### src/rtl/keypad_pkg.sv
`default_nettype none
// ============================================================================
// Module   : keypad_pkg
// Brief    : Shared constants, report FSM encoding and key-set helpers for
//            the 4x4 keypad scanner.
// Revision : 1.0  initial release
// ============================================================================
package keypad_pkg;

    localparam int KEY_ROWS  = 4;
    localparam int KEY_COLS  = 4;
    localparam int KEY_COUNT = KEY_ROWS * KEY_COLS;

    localparam logic [1:0] ST_IDLE  = 2'd0;
    localparam logic [1:0] ST_ONE   = 2'd1;
    localparam logic [1:0] ST_MULTI = 2'd2;

    localparam logic [3:0] KEY_LEFT  = 4'd4;
    localparam logic [3:0] KEY_RIGHT = 4'd6;
    localparam logic [3:0] KEY_ROT   = 4'd1;
    localparam logic [3:0] KEY_DROP  = 4'd9;

    // Returns 0, 1 or 2 (meaning two or more keys)
    function automatic logic [1:0] key_count(input logic [KEY_COUNT-1:0] keys);
        logic [1:0] n;
        n = 2'd0;
        for (int i = 0; i < KEY_COUNT; i++) begin
            if (keys[i] && (n != 2'd2)) n = n + 2'd1;
        end
        return n;
    endfunction

    function automatic logic [3:0] key_index(input logic [KEY_COUNT-1:0] keys);
        logic [3:0] idx;
        idx = 4'd0;
        for (int i = KEY_COUNT - 1; i >= 0; i--) begin
            if (keys[i]) idx = 4'(i);
        end
        return idx;
    endfunction

endpackage
`default_nettype wire

### src/rtl/keypad_matrix_scan_sync_2ff.sv
`default_nettype none
// ============================================================================
// Module   : sync_2ff
// Brief    : Two-flop synchronizer for asynchronous board inputs.
// Revision : 1.0  initial release
// ============================================================================
module sync_2ff #(
    parameter int               WIDTH     = 4,
    parameter logic [WIDTH-1:0] RESET_VAL = '1
) (
    input  logic             clk,
    input  logic             rst,
    input  logic [WIDTH-1:0] i_async,
    output logic [WIDTH-1:0] o_sync
);

    logic [WIDTH-1:0] r_meta;
    logic [WIDTH-1:0] r_sync;

    always_ff @(posedge clk) begin
        if (rst) begin
            r_meta <= RESET_VAL;
            r_sync <= RESET_VAL;
        end else begin
            r_meta <= i_async;
            r_sync <= r_meta;
        end
    end

    assign o_sync = r_sync;

endmodule
`default_nettype wire

### src/rtl/keypad_matrix_scan.sv
`default_nettype none
// ============================================================================
// Module   : keypad_matrix_scan
// Brief    : 4x4 active-low key matrix scanner with whole-scan debounce and
//            single-key press reporting (ghosted combinations suppressed).
// Revision : 1.0  initial release
// ============================================================================
module keypad_matrix_scan
    import keypad_pkg::*;
#(
    parameter int SCAN_DIV       = 50000,
    parameter int DEBOUNCE_SCANS = 4
) (
    input  logic       clk,
    input  logic       reset,
    output logic [3:0] col_out,
    input  logic [3:0] row_in,
    output logic [3:0] key_code,
    output logic       key_valid,
    output logic       key_held
);

    localparam int               c_div_w    = $clog2(SCAN_DIV);
    localparam logic [c_div_w-1:0] c_div_last = c_div_w'(SCAN_DIV - 1);
    localparam logic [3:0]       c_deb      = 4'(DEBOUNCE_SCANS);

    logic [3:0]           w_rows_sync;
    logic [3:0]           w_pressed;
    logic [c_div_w-1:0]   r_div;
    logic [1:0]           r_col;
    logic [3:0]           r_col_out;
    logic [KEY_COUNT-1:0] r_snapshot;
    logic [KEY_COUNT-1:0] w_snap_next;
    logic                 r_scan_done;
    logic [KEY_COUNT-1:0] r_candidate;
    logic [KEY_COUNT-1:0] r_stable;
    logic [3:0]           r_deb_cnt;
    logic [1:0]           r_state;
    logic [3:0]           r_key_code;
    logic                 r_key_valid;

    logic                 w_sample;
    logic                 w_match;
    logic [3:0]           w_cnt_next;
    logic [KEY_COUNT-1:0] w_cand_next;
    logic                 w_stable_upd;
    logic [1:0]           w_nkeys;
    logic [3:0]           w_nidx;
    logic [1:0]           w_state_next;
    logic [3:0]           w_code_next;
    logic                 w_valid_next;

    sync_2ff #(
        .WIDTH     (4),
        .RESET_VAL (4'b1111)
    ) u_row_sync (
        .clk     (clk),
        .rst     (reset),
        .i_async (row_in),
        .o_sync  (w_rows_sync)
    );

    assign w_pressed = ~w_rows_sync;
    assign w_sample  = (r_div == c_div_last);

    always_comb begin
        w_snap_next = r_snapshot;
        for (int r = 0; r < KEY_ROWS; r++) begin
            for (int c = 0; c < KEY_COLS; c++) begin
                if (r_col == 2'(c)) w_snap_next[r*KEY_COLS + c] = w_pressed[r];
            end
        end
    end

    // Counter saturates at 15 so "first reach" is seen only once per run
    assign w_match     = (r_snapshot == r_candidate);
    assign w_cnt_next  = !w_match ? 4'd1 :
                         (r_deb_cnt == 4'hF) ? r_deb_cnt : r_deb_cnt + 4'd1;
    assign w_cand_next = w_match ? r_candidate : r_snapshot;
    assign w_stable_upd = r_scan_done && (w_cnt_next == c_deb) &&
                          (!w_match || (r_deb_cnt != c_deb)) &&
                          (w_cand_next != r_stable);

    assign w_nkeys = key_count(w_cand_next);
    assign w_nidx  = key_index(w_cand_next);

    // MULTI only leaves through a full release, so ghost chords never report
    always_comb begin
        w_state_next = r_state;
        w_code_next  = r_key_code;
        w_valid_next = 1'b0;
        if (w_stable_upd) begin
            case (r_state)
                ST_IDLE, ST_ONE: begin
                    if (w_nkeys == 2'd0) begin
                        w_state_next = ST_IDLE;
                    end else if (w_nkeys == 2'd1) begin
                        w_state_next = ST_ONE;
                        w_code_next  = w_nidx;
                        w_valid_next = 1'b1;
                    end else begin
                        w_state_next = ST_MULTI;
                    end
                end
                ST_MULTI: begin
                    if (w_nkeys == 2'd0) w_state_next = ST_IDLE;
                end
                default: w_state_next = ST_IDLE;
            endcase
        end
    end

    always_ff @(posedge clk) begin
        if (reset) begin
            r_div       <= '0;
            r_col       <= 2'd0;
            r_col_out   <= 4'b1110;
            r_snapshot  <= '0;
            r_scan_done <= 1'b0;
            r_candidate <= '0;
            r_stable    <= '0;
            r_deb_cnt   <= 4'd0;
            r_state     <= ST_IDLE;
            r_key_code  <= 4'd0;
            r_key_valid <= 1'b0;
        end else begin
            r_scan_done <= w_sample && (r_col == 2'd3);
            if (w_sample) begin
                r_div      <= '0;
                r_col      <= r_col + 2'd1;
                r_col_out  <= {r_col_out[2:0], r_col_out[3]};
                r_snapshot <= w_snap_next;
            end else begin
                r_div <= r_div + c_div_w'(1);
            end
            if (r_scan_done) begin
                r_candidate <= w_cand_next;
                r_deb_cnt   <= w_cnt_next;
            end
            if (w_stable_upd) r_stable <= w_cand_next;
            r_state     <= w_state_next;
            r_key_code  <= w_code_next;
            r_key_valid <= w_valid_next;
        end
    end

    assign col_out   = r_col_out;
    assign key_code  = r_key_code;
    assign key_valid = r_key_valid;
    assign key_held  = (r_state == ST_ONE);

endmodule
`default_nettype wire

### config.mk
export PLATFORM = sky130hd
export DESIGN_NAME = keypad_matrix_scan
export DESIGN_NICKNAME = d
export VERILOG_FILES = /design/src/rtl/keypad_pkg.sv /design/src/rtl/keypad_matrix_scan_sync_2ff.sv /design/src/rtl/keypad_matrix_scan.sv
export SDC_FILE = /design/constraint.sdc
export NUM_CORES = 1
export LEC_CHECK = 0
export ABC_AREA = 1
export CAP_MARGIN = 20
export CORE_UTILIZATION = 30
export CTS_BUF_LIST = sky130_fd_sc_hd__clkbuf_4 sky130_fd_sc_hd__clkbuf_8
export DETAILED_ROUTE_END_ITERATION = 7
export PLACE_DENSITY_LB_ADDON = 0.2
export SYNTH_ARGS = -nofsm -noshare
export SYNTH_HDL_FRONTEND = slang
export SYNTH_HIERARCHICAL = 1
export SYNTH_SLANG_ARGS = --single-unit
### constraint.sdc
create_clock -name clk -period 18.15 [get_ports clk]
set_input_delay 1.815 -clock clk [delete_from_list [all_inputs] [get_ports clk]]
set_output_delay 1.815 -clock clk [all_outputs]
set_load 0.05 [all_outputs]
==> results by group, run 1 <==
Outcome
  • Status: finished, final reports clean

Clock tree
  • Max clock buf depth: 2
  • Clk sinks: 90
  • CTS tree: done
  • Root Driver: clkbuf_8
  • Post-cts resize count: 0
  • Register clock-pin slew on the reported worst setup and hold paths: 0.09 ns
  • H-tree depth: 3
  • CTS Buf Count: 9
  • Total setup buffers inserted after CTS: 0
  • Hold buffers post-CTS: 0
  • Clock latency at the later pin of the worst-skew pair: 0.36 ns

Setup path
  • Crit path max fanout: 6
  • Max stage delay on crit path: 0.48 ns
  • Startpoint Class: register
  • Crit. End Element: register
  • Crit Path Class: reg -> reg
  • Required time worst endpoint: 18.41 ns
  • Critical Path AT: 11.21 ns
  • Slowest cell on the critical path: dfxtp_1

STA
  • Worst clock skew: 0.008574 ns
  • Final Hold Fails: 0
  • Final Critical Period: 10.95 ns
  • Max-slew violations: 0
  • RSZ-0062 raised after global routing: false
  • Fmax: 91.29 MHz
  • Final setup viols: 0
  • Tcrit/Tclk final: 60.35%
  • Max_slew headroom: 37.32%
  • TNS Setup: 0 ns
  • Worst slew pin tran: 0.9388 ns

Die
  • Starting Density: 30.83%
  • I/O pin cnt: 16
  • Die area: 16840 µm²
  • Die width: 129.8 µm
  • Row count: 46
  • Die Ht: 129.8 µm
  • Core footprint: 15890 µm²

Final layout
  • Register Area: 1802 µm²
  • Final Non-Filler Cells: 893
  • Area grow syn2layout: 11.52%
  • Final Net Count: 703
  • Fillers: 1723
  • Layout cells sized above 1: 10.49%
  • Footprint of the multi-input gates: 2621 µm²
  • Final instance area: 5461 µm²
  • Antenna Cells: 0

Placed design
  • PortBufs: 15
  • Hpwl dp: 8116 µm
  • Gpl congestion: 0.8099
  • Placed Area: 5246 µm²
  • Placed insts: 879

Synth
  • Flops & latches, synth: 90
  • Avg Inst Size Synth: 7.364 µm²
  • Sequential share of the synthesized area: 36.79%
  • Top FF cell, synth: dfxtp_1
  • Top cell type's share of synthesized area: 36.79%
  • Synth Warn #: 6
  • Synth Cell Area: 4897 µm²
  • Synth area leader: dfxtp_1
  • Post-synthesis net count: 694
  • EDFF count, synth: 0
  • Syn Inst Count: 665
  • Unique masters post-synth: 40
  • Synth top area cells: dfxtp_1 (37%), nand2_1 (7.7%), a21oi_1 (6.8%)
  • Asr flop ratio synth: 0%

Global route
  • GRT Util Overall: 13.65%
  • Vias in the first global route: 3923
  • Antenna violations before repair: 0
  • Total gr overflow: 0
  • First-pass GRT wire length: 18230 µm
  • Largest net degree at the start of global routing: 65

Min path
  • Hold crit path type: reg -> reg

Power and ir drop
  • Overall Power: 358.0 µW
  • Leak: 2.218 nW
  • Pwr Density: 65.56 nW/µm²
  • Maximum vdd drop: 0.00003262 V

Detailed routing
  • Pre-Repair DR Iteration Count: 4
  • Initial drt markers: 150
  • WL/cell: 12.10 µm
  • Mean number of vias per cell: 4.654
  • Detailed-route via count: 4156
  • Post-route ant nets: 0
  • DRC: 0
  • DRT Wirelength: 10800 µm

Flow run
  • Max cap viols: 0
## routing by layer
| metal | track usage, % | vias up | wire [µm] |
|---|---|---|---|
| met1 | 17.38 | 1890 | 5421 |
| met4 | 4.036 | 0 | 137 |
| li1 | - | 2215 | - |
| met3 | 2.788 | 11 | 255 |
| met2 | 23.21 | 40 | 4987 |
| met5 | 0 | - | 0 |
## registers in the layout, summed over array words and instances (netlist names)
signal / flops
r_div: 16
r_deb_cnt: 4
r_scan_done: 1
u_row_sync/r_meta: 4
col_out: 4
key_code: 4
r_stable: 16
r_candidate: 16
r_col: 2
key_valid: 1
u_row_sync/o_sync: 4
r_snapshot: 16
r_state: 2
## stage by stage
| step | setup WS [ns] | utilization (%) | hold slack, ns |
|---|---|---|---|
| 3_5_place_dp | 7.132 | 33.03 | 0.4007 |
| 5_1_grt | 6.031 | 34.38 | 0.4370 |
| 2_1_floorplan | 8.302 | - | 0.3868 |
| 4_1_cts | 7.065 | 34.38 | 0.4241 |
| 6_report | 7.196 | 34.38 | 0.4179 |
| 3_3_place_gp | 7.594 | 33.03 | 0.3952 |
## final timing paths
kind | end | slack (ns) | startpoint | cells after the start
hold reg to reg | u_row_sync/o_sync[1] | 0.42 | u_row_sync/r_meta[1] | 2
hold / removal | u_row_sync/o_sync[1] | 0.42 | u_row_sync/r_meta[1] | 2
setup reg to reg | key_code[2] | 7.20 | r_snapshot[0] | 77
setup / recovery | key_code[2] | 7.20 | r_snapshot[0] | 77
## logic make-up (layout without fill, tap and decap cells)
logic type      count (synthesis)  in the layout  synth area share (%)
compound gates                143            143                 15.41
simple gates                  266            266                 27.77
fa+ha+maj                      23             23                 5.876
buf+inv                       118            130                 9.683
flops                          90             90                 36.79
xor+xnor                       25             25                 4.471
## critical path, delay by kind of cell (launching register included)
family | cells | cell delay (ns)
flip-flops | 1 | 0.48
adder cells (fa/ha/maj) | 14 | 2.64
AND/OR/NAND/NOR | 45 | 6.00
buffers and inverters | 18 | 1.73
## layout by cell type, fill, tap and decap left out, types with 2 or more instances in the layout
cell             synthesis  routed
a2111oi_0                2       2
a21oi_1                 67      67
a31oi_1                  2       2
and2_1                   5       5
buf_4                    0       2
bufinv_16                0       2
clkbuf_8                 0      10
clkdlybuf4s50_1          0      15
clkinv_2                 2       2
clkinv_4                 0       2
dfxtp_1                 90      90
ha_1                    23      23
inv_1                   88      88
inv_2                    7       8
nand2_1                100     100
nand2_2                 16      16
nand2_4                  3       3
nand3_1                 50      50
nand3_2                 11      11
nand3_4                  3       3
nand4_1                  9       9
nor2_1                  37      37
nor3_1                  10      10
nor3b_1                  2       2
nor4_1                   7       7
o21ai_0                 62      62
o22ai_1                  3       3
or2_2                    8       8
or4_1                    2       2
xnor2_1                 17      17
xor2_1                   8       8
## synth_stat cells, types with 2 or more instances
| cell | number |
|---|---|
| nand2_1 | 100 |
| dfxtp_1 | 90 |
| inv_1 | 88 |
| a21oi_1 | 67 |
| o21ai_0 | 62 |
| nand3_1 | 50 |
| nor2_1 | 37 |
| ha_1 | 23 |
| clkbuf_1 | 17 |
| xnor2_1 | 17 |
| nand2_2 | 16 |
| nand3_2 | 11 |
| nor3_1 | 10 |
| nand4_1 | 9 |
| or2_2 | 8 |
| xor2_1 | 8 |
| inv_2 | 7 |
| nor4_1 | 7 |
| and2_1 | 5 |
| nand2_4 | 3 |
| nand3_4 | 3 |
| o22ai_1 | 3 |
| a2111oi_0 | 2 |
| a31oi_1 | 2 |
| buf_6 | 2 |
| clkinv_2 | 2 |
| nor3b_1 | 2 |
| or4_1 | 2 |
## power breakdown
part,switching [mW],total (mW),internal (mW)
Combinational,0.00458,0.00708,0.00251
Clock,0.0711,0.151,0.0803
Sequential,0.000895,0.200,0.199
## layout make-up
class | instances | area share (%)
Multi-Input combinational cell | 457 | 48.00
Sequential cell | 90 | 32.99
Inverter | 99 | 7.102
Tap cell | 216 | 4.948
Timing Repair Buffer | 17 | 3.024
Clock buffer | 10 | 2.520
Clock inverter | 4 | 1.420
(Power assumes the default switching activity.)
==> run 2, diff against run 1 <==
Clock period 18.15 ns to 10.7 ns, I/O delays scaled along.
==> run 2 against run 1 <==
  * Non-clock buffer count is 8 higher
  * Final area is 2.7% higher
  * Register-to-register slack worse by 6.4 ns
  * Hold slack worse by 0.015 ns
  * Die area stayed put
  * Clock-buffer cell count is 1 lower
  * Critical path type unchanged
  * Highest routed layer unchanged
==> results by group, run 2 (synthesis results as in run 1) <==
Outcome
  • Status: finished, final reports clean

Power and ir drop
  • Leak: 2.248 nW (+1.4%)
  • Pwr Density: 100.4 nW/µm² (+53%)
  • Maximum vdd drop: 0.00007962 V (+140%)
  • Overall Power: 563.2 µW (+57%)

Clock tree
  • H-tree depth: 3 (unchanged)
  • Hold buffers post-CTS: 0 (unchanged)
  • Clk sinks: 90 (unchanged)
  • Clock latency at the later pin of the worst-skew pair: 0.38 ns (+0.02 ns)
  • CTS tree: done
  • CTS Buf Count: 9 (unchanged)
  • Register clock-pin slew on the reported worst setup and hold paths: 0.10 ns (about the same)
  • Root Driver: clkbuf_8
  • Max clock buf depth: 2 (unchanged)

Setup path
  • Max stage delay on crit path: 0.37 ns (-0.11 ns)
  • Required time worst endpoint: 10.97 ns (-7.44 ns)
  • Most used cell, CP: ha_1
  • Slowest cell on the critical path: dfxtp_4
  • Crit Path Class: reg -> reg
  • Crit path max fanout: 6 (unchanged)
  • Critical Path AT: 10.23 ns (-0.98 ns)
  • Startpoint Class: register
  • Crit. End Element: register

Die
  • Die area: 16840 µm² (unchanged)
  • Die width: 129.8 µm (unchanged)
  • Starting Density: 30.83% (unchanged)
  • Row count: 46 (unchanged)
  • Die Ht: 129.8 µm (unchanged)
  • I/O pin cnt: 16 (unchanged)
  • Core footprint: 15890 µm² (unchanged)

Detailed routing
  • Detailed-route via count: 4226 (+1.7%)
  • Highest metal used: met4
  • WL/cell: 12.41 µm (+2.6%)
  • Pre-Repair DR Iteration Count: 4 (unchanged)
  • DR WL met3: 323 µm (+27%)
  • Met2 routed WL: 5452 µm (+9.3%)
  • Post-route ant nets: 0 (unchanged)
  • Initial drt markers: 186 (+24%)
  • Met1 wire length: 5281 µm (-2.6%)
  • DRT Wirelength: 11190 µm (+3.6%)
  • DRC: 0 (unchanged)
  • Mean number of vias per cell: 4.685 (+0.67%)

Final layout
  • Layout cells sized above 1: 15.89% (+5.4 points)
  • Final Net Count: 711 (+1.1%)
  • Final core occ: 35.31% (+0.93 points)
  • Most frequent cells in the layout: nand2_1 (97), dfxtp_1 (89), inv_1 (79)
  • Final instance area: 5609 µm² (+2.7%)
  • Area grow syn2layout: 14.54%
  • Final Non-Filler Cells: 902 (+1.0%)
  • Commonest non-fill, non-tap cell in the layout: nand2_1
  • Antenna Cells: 0 (unchanged)

STA
  • Fmax: 100.5 MHz (+10%)
  • Final Hold Fails: 0 (unchanged)
  • Final Critical Period: 9.953 ns (-1.001 ns)
  • RSZ-0062 raised after global routing: false
  • Setup ws final: 0.7468 ns (-6.449 ns)
  • Max_slew headroom: 38.30% (+0.98 points)
  • Max-slew violations: 0 (unchanged)
  • Worst slew pin tran: 0.9241 ns (-0.01464 ns)
  • Final setup viols: 0 (unchanged)
  • Worst clock skew: 0.01294 ns (+0.004365 ns)
  • Tcrit/Tclk final: 93.02% (+33 points)
  • TNS Setup: 0 ns (unchanged)
  • Hold slack: 0.4029 ns (-0.01494 ns)

Placed design
  • Worst slack, placed: -0.1861 ns (-7.318 ns)
  • PortBufs: 15 (unchanged)
  • Placed insts: 882 (+0.34%)
  • Hpwl dp: 8361 µm (+3.0%)
  • Gpl congestion: 0.7895 (-2.5%)
  • Placed Area: 5269 µm² (+0.43%)

Global route
  • Total gr overflow: 0 (unchanged)
  • Vias in the first global route: 4025 (+2.6%)
  • GRT Util Overall: 14.24% (+0.59 points)
  • Largest net degree at the start of global routing: 65 (unchanged)
  • First-pass GRT wire length: 18860 µm (+3.5%)
  • Antenna violations before repair: 0 (unchanged)

Flow run
  • Max cap viols: 0 (unchanged)

Min path
  • Hold crit path type: reg -> reg
-- run 2: changes by cell type in the layout (fill, tap and decap cells not counted), moves of 3 or more --
cell,previous run,this run
buf_4,2,10
ha_1,23,18
ha_2,0,3
inv_1,88,79
inv_2,8,17
inv_6,0,3
nand2_1,100,97
nand3_1,50,47
nand3_4,3,6
nor2_1,37,29
nor2_2,1,6
nor2_4,1,4
-- run 2: worst max-delay path, delay by kind of cell, from the launching register on --
family        cells  cell delay (ns)
simple gates     45             5.51
buf+inv          17             1.38
fa+ha+maj        14             2.52
flops             1             0.37
-- run 2: routing by layer --
metal / global-route usage (%) / vias up
met5: 0 / -
met4: 4.172 / 0
met3: 3.485 / 9
met2: 24.03 / 43
met1: 17.94 / 1940
li1: - / 2234
-- run 2: layout make-up --
type                            instances  area (µm²)
Fill cell                            1678       10280
Multi-Input combinational cell        457        2746
Sequential cell                        90        1805
Inverter                               99       389.1
Tap cell                              216       270.3
Timing Repair Buffer                   25       225.2
Clock buffer                            9       123.9
Clock inverter                          6       48.80
-- run 2: where the power goes --
part	switching, mW	total [mW]	internal [mW]	leakage, nW
registers	0.00143	0.338	0.337	0.728
logic	0.00765	0.0119	0.00421	1.43
clock network	0.127	0.213	0.0860	0.0904
-- run 2: final timing paths --
path	to	slack (ns)	cells after the start	start
setup / recovery	key_code[3]	0.75	76	r_snapshot[1]
hold / removal	u_row_sync/o_sync[2]	0.40	2	u_row_sync/r_meta[2]
setup reg to reg	key_code[3]	0.75	76	r_snapshot[1]
hold reg to reg	u_row_sync/o_sync[2]	0.40	2	u_row_sync/r_meta[2]
-- run 2: repair_timing --
item / CTS / global route
gates resized for setup: 6 / 35
setup endpoints to repair: 7 / 7
cloned: 0 / 0
pin swaps: 0 / 9
setup buffers: 0 / 5
==> run 3, diff against run 2 <==
Settings changed: SLEW_MARGIN set to 5.
==> results of run 3 <==
Same layout as run 2: the final DEF is identical, and so are final timing and power.
